`config.mk`:
```
export PLATFORM = sky130hd
export DESIGN_NAME = lc3_memio_flat
export DESIGN_NICKNAME = d
export VERILOG_FILES = /design/src/rtl/lc3_memio_pkg.sv /design/src/rtl/lc3_memio_if.sv /design/src/rtl/lc3_mmio_regs.sv /design/src/rtl/lc3_memio.sv /design/src/flat_wrapper.sv
export SDC_FILE = /design/constraint.sdc
export NUM_CORES = 1
export LEC_CHECK = 0
export CAP_MARGIN = 20
export CORE_ASPECT_RATIO = 0.5
export CORE_UTILIZATION = 60
export DETAILED_ROUTE_END_ITERATION = 10
export DONT_BUFFER_PORTS = 1
export PLACE_DENSITY = 0.79
export SYNTH_ARGS = -nofsm -noshare
export SYNTH_HDL_FRONTEND = slang
export SYNTH_HIERARCHICAL = 1
export SYNTH_SLANG_ARGS = --single-unit
```
`constraint.sdc`:
```
create_clock -name clk_i -period 5.3 [get_ports clk_i]
set_input_delay 0.795 -clock clk_i [delete_from_list [all_inputs] [get_ports clk_i]]
set_output_delay 0.795 -clock clk_i [all_outputs]
set_load 0.01 [all_outputs]
```
`src/rtl/lc3_memio_pkg.sv`:
```
// Shared definitions for the LC-3 memory/IO access unit: FSM encodings,
// IO register offsets and the IO page decode helper.
package lc3_pkg;

   localparam logic [1:0] ST_IDLE   = 2'd0;
   localparam logic [1:0] ST_ACCESS = 2'd1;
   localparam logic [1:0] ST_DONE   = 2'd2;

   localparam logic [8:0] KBSR_OFS = 9'h000;
   localparam logic [8:0] KBDR_OFS = 9'h002;
   localparam logic [8:0] DSR_OFS  = 9'h004;
   localparam logic [8:0] DDR_OFS  = 9'h006;

   // Callers zero-extend both operands, so the upper bits always agree.
   function automatic logic is_io_page(input logic [31:0] addr, input logic [31:0] base);
      return (addr[31:9] == base[31:9]);
   endfunction

endpackage

```
`src/rtl/lc3_memio_if.sv`:
```
// CPU-side memory port of the LC-3 datapath: request/ready handshake,
// address, write data and held read data.
interface lc3_memio_if #(
   parameter int DATA_W = 16,
   parameter int ADDR_W = 16
);
   logic              cpu_req;
   logic              cpu_we;
   logic [ADDR_W-1:0] cpu_addr;
   logic [DATA_W-1:0] cpu_wdata;
   logic [DATA_W-1:0] cpu_rdata;
   logic              cpu_ready;

   modport master (output cpu_req, cpu_we, cpu_addr, cpu_wdata,
                   input  cpu_rdata, cpu_ready);
   modport slave  (input  cpu_req, cpu_we, cpu_addr, cpu_wdata,
                   output cpu_rdata, cpu_ready);
endinterface

```
`src/rtl/lc3_mmio_regs.sv`:
```
// Keyboard and display device registers with their read mux; updated on
// the single-cycle IO strobe issued by the access FSM.
module lc3_mmio_regs
   import lc3_pkg::*;
#(
   parameter int DATA_W = 16
) (
   input  logic              clk_i,
   input  logic              rst_ni,
   input  logic              io_stb_i,
   input  logic              io_we_i,
   input  logic [8:0]        io_ofs_i,
   input  logic [7:0]        io_wdata_i,
   output logic [DATA_W-1:0] io_rdata_o,
   input  logic              kb_valid_i,
   input  logic [7:0]        kb_data_i,
   output logic              kb_ready_o,
   output logic              dsp_valid_o,
   output logic [7:0]        dsp_data_o,
   input  logic              dsp_ready_i
);
   logic       kb_full_q, kb_full_d;
   logic [7:0] kb_byte_q, kb_byte_d;
   logic       dsp_valid_q, dsp_valid_d;
   logic [7:0] dsp_data_q, dsp_data_d;
   logic       kbdr_rd_s, ddr_wr_s;

   assign kbdr_rd_s = io_stb_i & ~io_we_i & (io_ofs_i == KBDR_OFS);
   assign ddr_wr_s  = io_stb_i &  io_we_i & (io_ofs_i == DDR_OFS);

   // A keyboard capture on the same edge as a KBDR read wins over the clear.
   always_comb begin
      kb_full_d   = kb_full_q;
      kb_byte_d   = kb_byte_q;
      dsp_valid_d = dsp_valid_q;
      dsp_data_d  = dsp_data_q;
      if (kbdr_rd_s) kb_full_d = 1'b0;
      else           kb_full_d = kb_full_q;
      if (kb_valid_i && !kb_full_q) begin
         kb_full_d = 1'b1;
         kb_byte_d = kb_data_i;
      end else begin
         kb_byte_d = kb_byte_q;
      end
      if (dsp_valid_q && dsp_ready_i) dsp_valid_d = 1'b0;
      else                            dsp_valid_d = dsp_valid_q;
      if (ddr_wr_s && (!dsp_valid_q || dsp_ready_i)) begin
         dsp_valid_d = 1'b1;
         dsp_data_d  = io_wdata_i;
      end else begin
         dsp_data_d  = dsp_data_q;
      end
   end

   always_comb begin
      io_rdata_o = {DATA_W{1'b0}};
      case (io_ofs_i)
         KBSR_OFS: io_rdata_o = {kb_full_q, {(DATA_W-1){1'b0}}};
         KBDR_OFS: io_rdata_o = DATA_W'(kb_byte_q);
         DSR_OFS:  io_rdata_o = {~dsp_valid_q, {(DATA_W-1){1'b0}}};
         default:  io_rdata_o = {DATA_W{1'b0}};
      endcase
   end

   always_ff @(posedge clk_i or negedge rst_ni) begin
      if (!rst_ni) begin
         kb_full_q   <= 1'b0;
         kb_byte_q   <= 8'h00;
         dsp_valid_q <= 1'b0;
         dsp_data_q  <= 8'h00;
      end else begin
         kb_full_q   <= kb_full_d;
         kb_byte_q   <= kb_byte_d;
         dsp_valid_q <= dsp_valid_d;
         dsp_data_q  <= dsp_data_d;
      end
   end

   assign kb_ready_o  = ~kb_full_q;
   assign dsp_valid_o = dsp_valid_q;
   assign dsp_data_o  = dsp_data_q;

endmodule

```
`src/rtl/lc3_memio.sv`:
```
// LC-3 memory/IO access unit: sequences wait-stated synchronous RAM accesses,
// routes the IO page to the device registers and issues the ready pulse.
module lc3_memio
   import lc3_pkg::*;
#(
   parameter int                DATA_W      = 16,
   parameter int                ADDR_W      = 16,
   parameter int                WAIT_STATES = 1,
   parameter logic [ADDR_W-1:0] IO_BASE     = ADDR_W'(16'hFE00)
) (
   input  logic              clk_i,
   input  logic              rst_ni,
   lc3_memio_if.slave        cpu,
   output logic              mem_en_o,
   output logic              mem_we_o,
   output logic [ADDR_W-1:0] mem_addr_o,
   output logic [DATA_W-1:0] mem_din_o,
   input  logic [DATA_W-1:0] mem_dout_i,
   input  logic              kb_valid_i,
   input  logic [7:0]        kb_data_i,
   output logic              kb_ready_o,
   output logic              dsp_valid_o,
   output logic [7:0]        dsp_data_o,
   input  logic              dsp_ready_i
);
   localparam int CNT_W = (WAIT_STATES > 0) ? $clog2(WAIT_STATES + 1) : 1;
   localparam logic [CNT_W-1:0] CNT_INIT = CNT_W'(WAIT_STATES);

   logic [1:0]        state_q, state_d;
   logic [CNT_W-1:0]  cnt_q, cnt_d;
   logic              we_q;
   logic [ADDR_W-1:0] addr_q;
   logic [DATA_W-1:0] wdata_q, rdata_q, rdata_d;
   logic              ready_q, ready_d;
   logic              mem_en_q, mem_en_d, mem_we_q, mem_we_d;
   logic              latch_s, io_hit_s, io_stb_s;
   logic [DATA_W-1:0] io_rdata_s;

   assign io_hit_s = is_io_page(32'(cpu.cpu_addr), 32'(IO_BASE));

   always_comb begin
      state_d  = state_q;
      cnt_d    = cnt_q;
      rdata_d  = rdata_q;
      ready_d  = 1'b0;
      mem_en_d = mem_en_q;
      mem_we_d = 1'b0;
      latch_s  = 1'b0;
      io_stb_s = 1'b0;
      case (state_q)
         ST_IDLE: begin
            if (cpu.cpu_req) begin
               latch_s = 1'b1;
               if (io_hit_s) begin
                  io_stb_s = 1'b1;
                  state_d  = ST_DONE;
                  ready_d  = 1'b1;
                  if (!cpu.cpu_we) rdata_d = io_rdata_s;
                  else             rdata_d = rdata_q;
               end else begin
                  state_d  = ST_ACCESS;
                  cnt_d    = CNT_INIT;
                  mem_en_d = 1'b1;
                  mem_we_d = cpu.cpu_we & (WAIT_STATES == 0);
               end
            end else begin
               state_d = ST_IDLE;
            end
         end
         // The write strobe is registered one cycle ahead so it lands on the last ACCESS cycle.
         ST_ACCESS: begin
            if (cnt_q == {CNT_W{1'b0}}) begin
               state_d  = ST_DONE;
               ready_d  = 1'b1;
               mem_en_d = 1'b0;
               if (!we_q) rdata_d = mem_dout_i;
               else       rdata_d = rdata_q;
            end else begin
               cnt_d    = cnt_q - CNT_W'(1);
               mem_we_d = we_q & (cnt_q == CNT_W'(1));
            end
         end
         ST_DONE: state_d = ST_IDLE;
         default: state_d = ST_IDLE;
      endcase
   end

   always_ff @(posedge clk_i or negedge rst_ni) begin
      if (!rst_ni) begin
         state_q  <= ST_IDLE;
         cnt_q    <= {CNT_W{1'b0}};
         we_q     <= 1'b0;
         addr_q   <= {ADDR_W{1'b0}};
         wdata_q  <= {DATA_W{1'b0}};
         rdata_q  <= {DATA_W{1'b0}};
         ready_q  <= 1'b0;
         mem_en_q <= 1'b0;
         mem_we_q <= 1'b0;
      end else begin
         state_q  <= state_d;
         cnt_q    <= cnt_d;
         rdata_q  <= rdata_d;
         ready_q  <= ready_d;
         mem_en_q <= mem_en_d;
         mem_we_q <= mem_we_d;
         if (latch_s) begin
            we_q    <= cpu.cpu_we;
            addr_q  <= cpu.cpu_addr;
            wdata_q <= cpu.cpu_wdata;
         end
      end
   end

   lc3_mmio_regs #(.DATA_W(DATA_W)) u_regs (
      .clk_i       (clk_i),
      .rst_ni      (rst_ni),
      .io_stb_i    (io_stb_s),
      .io_we_i     (cpu.cpu_we),
      .io_ofs_i    (cpu.cpu_addr[8:0]),
      .io_wdata_i  (cpu.cpu_wdata[7:0]),
      .io_rdata_o  (io_rdata_s),
      .kb_valid_i  (kb_valid_i),
      .kb_data_i   (kb_data_i),
      .kb_ready_o  (kb_ready_o),
      .dsp_valid_o (dsp_valid_o),
      .dsp_data_o  (dsp_data_o),
      .dsp_ready_i (dsp_ready_i)
   );

   assign cpu.cpu_ready = ready_q;
   assign cpu.cpu_rdata = rdata_q;
   assign mem_en_o      = mem_en_q;
   assign mem_we_o      = mem_we_q;
   assign mem_addr_o    = addr_q;
   assign mem_din_o     = wdata_q;

endmodule

```
`src/flat_wrapper.sv`:
```
// flat-port wrapper written by rule: the top's interface ports become plain ports
module lc3_memio_flat import lc3_pkg::*;
#(
   parameter int                DATA_W      = 16,
   parameter int                ADDR_W      = 16,
   parameter int                WAIT_STATES = 1,
   parameter logic [ADDR_W-1:0] IO_BASE     = ADDR_W'(16'hFE00)
)
  (clk_i, rst_ni, mem_en_o, mem_we_o, mem_addr_o, mem_din_o, mem_dout_i, kb_valid_i, kb_data_i, kb_ready_o, dsp_valid_o, dsp_data_o, dsp_ready_i, cpu_cpu_req, cpu_cpu_we, cpu_cpu_addr, cpu_cpu_wdata, cpu_cpu_rdata, cpu_cpu_ready);
  lc3_memio_if #(.DATA_W(DATA_W), .ADDR_W(ADDR_W)) cpu_i ();
  input  logic clk_i;
  input  logic rst_ni;
  output logic mem_en_o;
  output logic mem_we_o;
  output logic [ADDR_W-1:0] mem_addr_o;
  output logic [DATA_W-1:0] mem_din_o;
  input  logic [DATA_W-1:0] mem_dout_i;
  input  logic kb_valid_i;
  input  logic [7:0] kb_data_i;
  output logic kb_ready_o;
  output logic dsp_valid_o;
  output logic [7:0] dsp_data_o;
  input  logic dsp_ready_i;
  input wire logic [$bits(cpu_i.cpu_req)-1:0] cpu_cpu_req;
  input wire logic [$bits(cpu_i.cpu_we)-1:0] cpu_cpu_we;
  input wire logic [$bits(cpu_i.cpu_addr)-1:0] cpu_cpu_addr;
  input wire logic [$bits(cpu_i.cpu_wdata)-1:0] cpu_cpu_wdata;
  output wire logic [$bits(cpu_i.cpu_rdata)-1:0] cpu_cpu_rdata;
  output wire logic [$bits(cpu_i.cpu_ready)-1:0] cpu_cpu_ready;
  assign cpu_i.cpu_req = cpu_cpu_req;
  assign cpu_i.cpu_we = cpu_cpu_we;
  assign cpu_i.cpu_addr = cpu_cpu_addr;
  assign cpu_i.cpu_wdata = cpu_cpu_wdata;
  assign cpu_cpu_rdata = cpu_i.cpu_rdata;
  assign cpu_cpu_ready = cpu_i.cpu_ready;
  lc3_memio #(.DATA_W(DATA_W), .ADDR_W(ADDR_W), .WAIT_STATES(WAIT_STATES), .IO_BASE(IO_BASE)) u_core (.clk_i(clk_i), .rst_ni(rst_ni), .cpu(cpu_i), .mem_en_o(mem_en_o), .mem_we_o(mem_we_o), .mem_addr_o(mem_addr_o), .mem_din_o(mem_din_o), .mem_dout_i(mem_dout_i), .kb_valid_i(kb_valid_i), .kb_data_i(kb_data_i), .kb_ready_o(kb_ready_o), .dsp_valid_o(dsp_valid_o), .dsp_data_o(dsp_data_o), .dsp_ready_i(dsp_ready_i));
endmodule
```
==> run metrics <==
post-synth cell types=31; gr ovfl total=0; port bufs=0; Routed Antenna Nets=0; # IOs=about 120; RSZ-0062 raised after global routing=false; area of the mapped netlist=between 3000 and 4000 sq um; GRT Util Overall=21.5%; Post-CTS Setup Repair Bufs=0; die width=105 microns; CP Capture Type=register; WHS=about 140 ps; Critical Path Fanout Max=11; crit path kind=in -> reg; clk buf depth=2; Post-CTS Resized=0; WL/cell=~19 microns; vias per cell=between 5 and 6; Seq/Total Area, Yosys=between 50% and 60%; vias after detailed routing=between 1500 and 2000; CP max-delay cell=mux2_2; drt pass-1 iters=4; Rel. slew slack=roughly a third; CTS clock-pin slew for the worst setup and hold paths=roughly 70 ps; leakage=approximately 1.6 nW; worst path bufs/invs=0; Clock Latency Late Sink=340 ps; fin nets=approximately 280; worst slew pin tran=about 1000 ps; hold buffer count at cts=0; Worst EP required=~5500 ps; Peak VDD IR=approximately 0.00028 V; Reg area=approximately 1800 sq um; Final GP Congestion=0.688; initial core utilization=63.8%; Max Fclk=between 400 and 500 MHz; CTS Buf Count=9; commonest non-fill, non-tap cell in the layout=dfrtp_1; Sink Count=73; Inserted Diodes=0; Fillers=about 350; delay-heaviest family, CP=simple AND/OR/NAND/NOR gates; period utilisation layout=a little over two fifths; cell chain of the critical path=nor2b_1, nand2b_1, nor2_1, and3_1, nand4_2, a21oi_4, mux2_2; CTS tree=built; yosys warns=6; final wirelength=between 5 and 6 mm; initial antenna violation count=0; Root Buffer=clkbuf_8; largest net degree at the start of global routing=74; drc violations=0; final hold vios=0; critical path arrival=between 2000 and 3000 ps; post-synthesis register bit count=73; core area=between 5000 and 6000 sq um; Final setup viols=0; worst min-delay path class=in -> async; shortest period the worst path allows=2320 ps; Die Y=approximately 54 microns; Site Rows=18; initial DRC count=79; number of global-route vias before repair=1718; multi-input logic area=1280 sq um; syn_area_per_cell=between 10 and 15 sq um; first-pass GRT wire length=8.69 mm; setup TNS=0 ps; Startpoint Class=primary input; PD cells=approximately 570 nW/um^2; commonest non-fill, non-tap cells in the layout=73 x dfrtp_1, 71 x mux2_2, 10 x mux2_4, 9 x clkbuf_8, 8 x and2_1; Slew Limit Fails=0; clk_skew=between 5 and 6 ps; fraction of layout cells with a size suffix above 1=a little under half; Worst path max stage delay=between 300 and 400 ps; CTS H-tree lvls=3; die area=5650 sq um; Max Cap Viol=0; Post-DP HPWL=between 4 and 5 mm; status=complete, no violations; Area Overhead vs Synth=8.79%; cell count after synthesis=roughly 220
==> sequential cells by signal, indices dropped and copies added, names as in the netlist <==
signal                     count
u_core/cpu.cpu_ready           1
u_core/we_q                    1
u_core/mem_addr_o             16
u_core/cnt_q                   1
u_core/mem_din_o              16
u_core/cpu.cpu_rdata          16
u_core/mem_en_o                1
u_core/mem_we_o                1
u_core/state_q                 2
u_core/u_regs/kb_byte_q        8
u_core/u_regs/kb_full_q        1
u_core/u_regs/dsp_data_o       8
u_core/u_regs/dsp_valid_o      1
==> cells in the mapped netlist, drive strengths merged <==
master	count	area, sq um
nor4b	2	17.5
and2b	1	7.51
o21ai	3	15.0
nand3	1	5.00
nand2b	1	6.26
nor2b	3	18.8
nor4	1	21.3
a21oi	4	31.3
mux2	81	950
and4b	1	11.3
nand2	2	7.51
inv	5	18.8
nand4	2	18.8
clkbuf	3	11.3
conb	1	3.75
buf	13	93.8
nor3	2	10.0
and3	2	12.5
dfrtp	73	1830
and2	8	50.1
or2	1	6.26
nor2	4	15.0
a41oi	1	8.76
mux2i	1	10.0
o22ai	3	25.0
==> path summary, 6_finish.rpt <==
path / end / start / slack [ps] / cells past startpoint
worst min-delay path: u_core/mem_din_o[14] / rst_ni / 140 / 0
worst min register to register: u_core/u_regs/kb_byte_q[4] / u_core/u_regs/kb_byte_q[4] / 500 / 1
max in group asynchronous: u_core/cpu.cpu_rdata[12] / rst_ni / 5030 / 0
worst max register to register: u_core/u_regs/dsp_data_o[7] / u_core/state_q[1] / 2980 / 7
min in group clk_i: u_core/u_regs/kb_byte_q[4] / u_core/u_regs/kb_byte_q[4] / 500 / 1
worst max-delay path: u_core/u_regs/dsp_data_o[7] / cpu_cpu_req / 2980 / 7
==> stage by stage <==
stage / power, mW / utilization, % / cell area, sq um / cells / setup WS, ps
floorplan: 1.38 / - / 3220 / 225 / 2850
global placement: 1.43 / 63.9 / 3210 / 279 / 2710
detailed placement: 1.47 / 63.9 / 3210 / 279 / 2640
CTS: 1.98 / 68.5 / 3440 / 294 / 3000
global route: 2.08 / 69.4 / 3480 / 296 / 2790
finish: 1.97 / 69.4 / 3480 / 296 / 2980
==> per-layer routing <==
metal  vias to the layer above  wire length, microns  track usage (%)
met3                        11                   549             8.96
met4                         0                   114             12.9
li1                        761                     -                -
met5                         -                     0                0
met2                        81                  2730             35.2
met1                       863                  2340             24.6
==> cell families after synthesis <==
kind of cell,count (synthesis),synth area share [%]
AO/OA/AOI/OAI,11,2.50
AND/OR/NAND/NOR,31,6.49
other,1,0.117
buffers and inverters,21,3.87
flip-flops,73,57.1
multiplexers,82,30.0
==> layout make-up <==
cell class,instances,share of cell area (%)
clock buffer,9,3.56
clock inverter,6,3.09
inverter,5,0.539
multi-input combinational,131,36.6
sequential,73,52.4
tap,70,2.51
timing repair buffer,2,1.22
==> power by group <==
part           total, mW  switching [mW]  leakage, nW  internal [mW]
Clock              0.500           0.192        0.115          0.308
Combinational      0.476           0.172        0.585          0.303
Sequential         0.997           0.233        0.898          0.764
(Power assumes the default switching activity.)
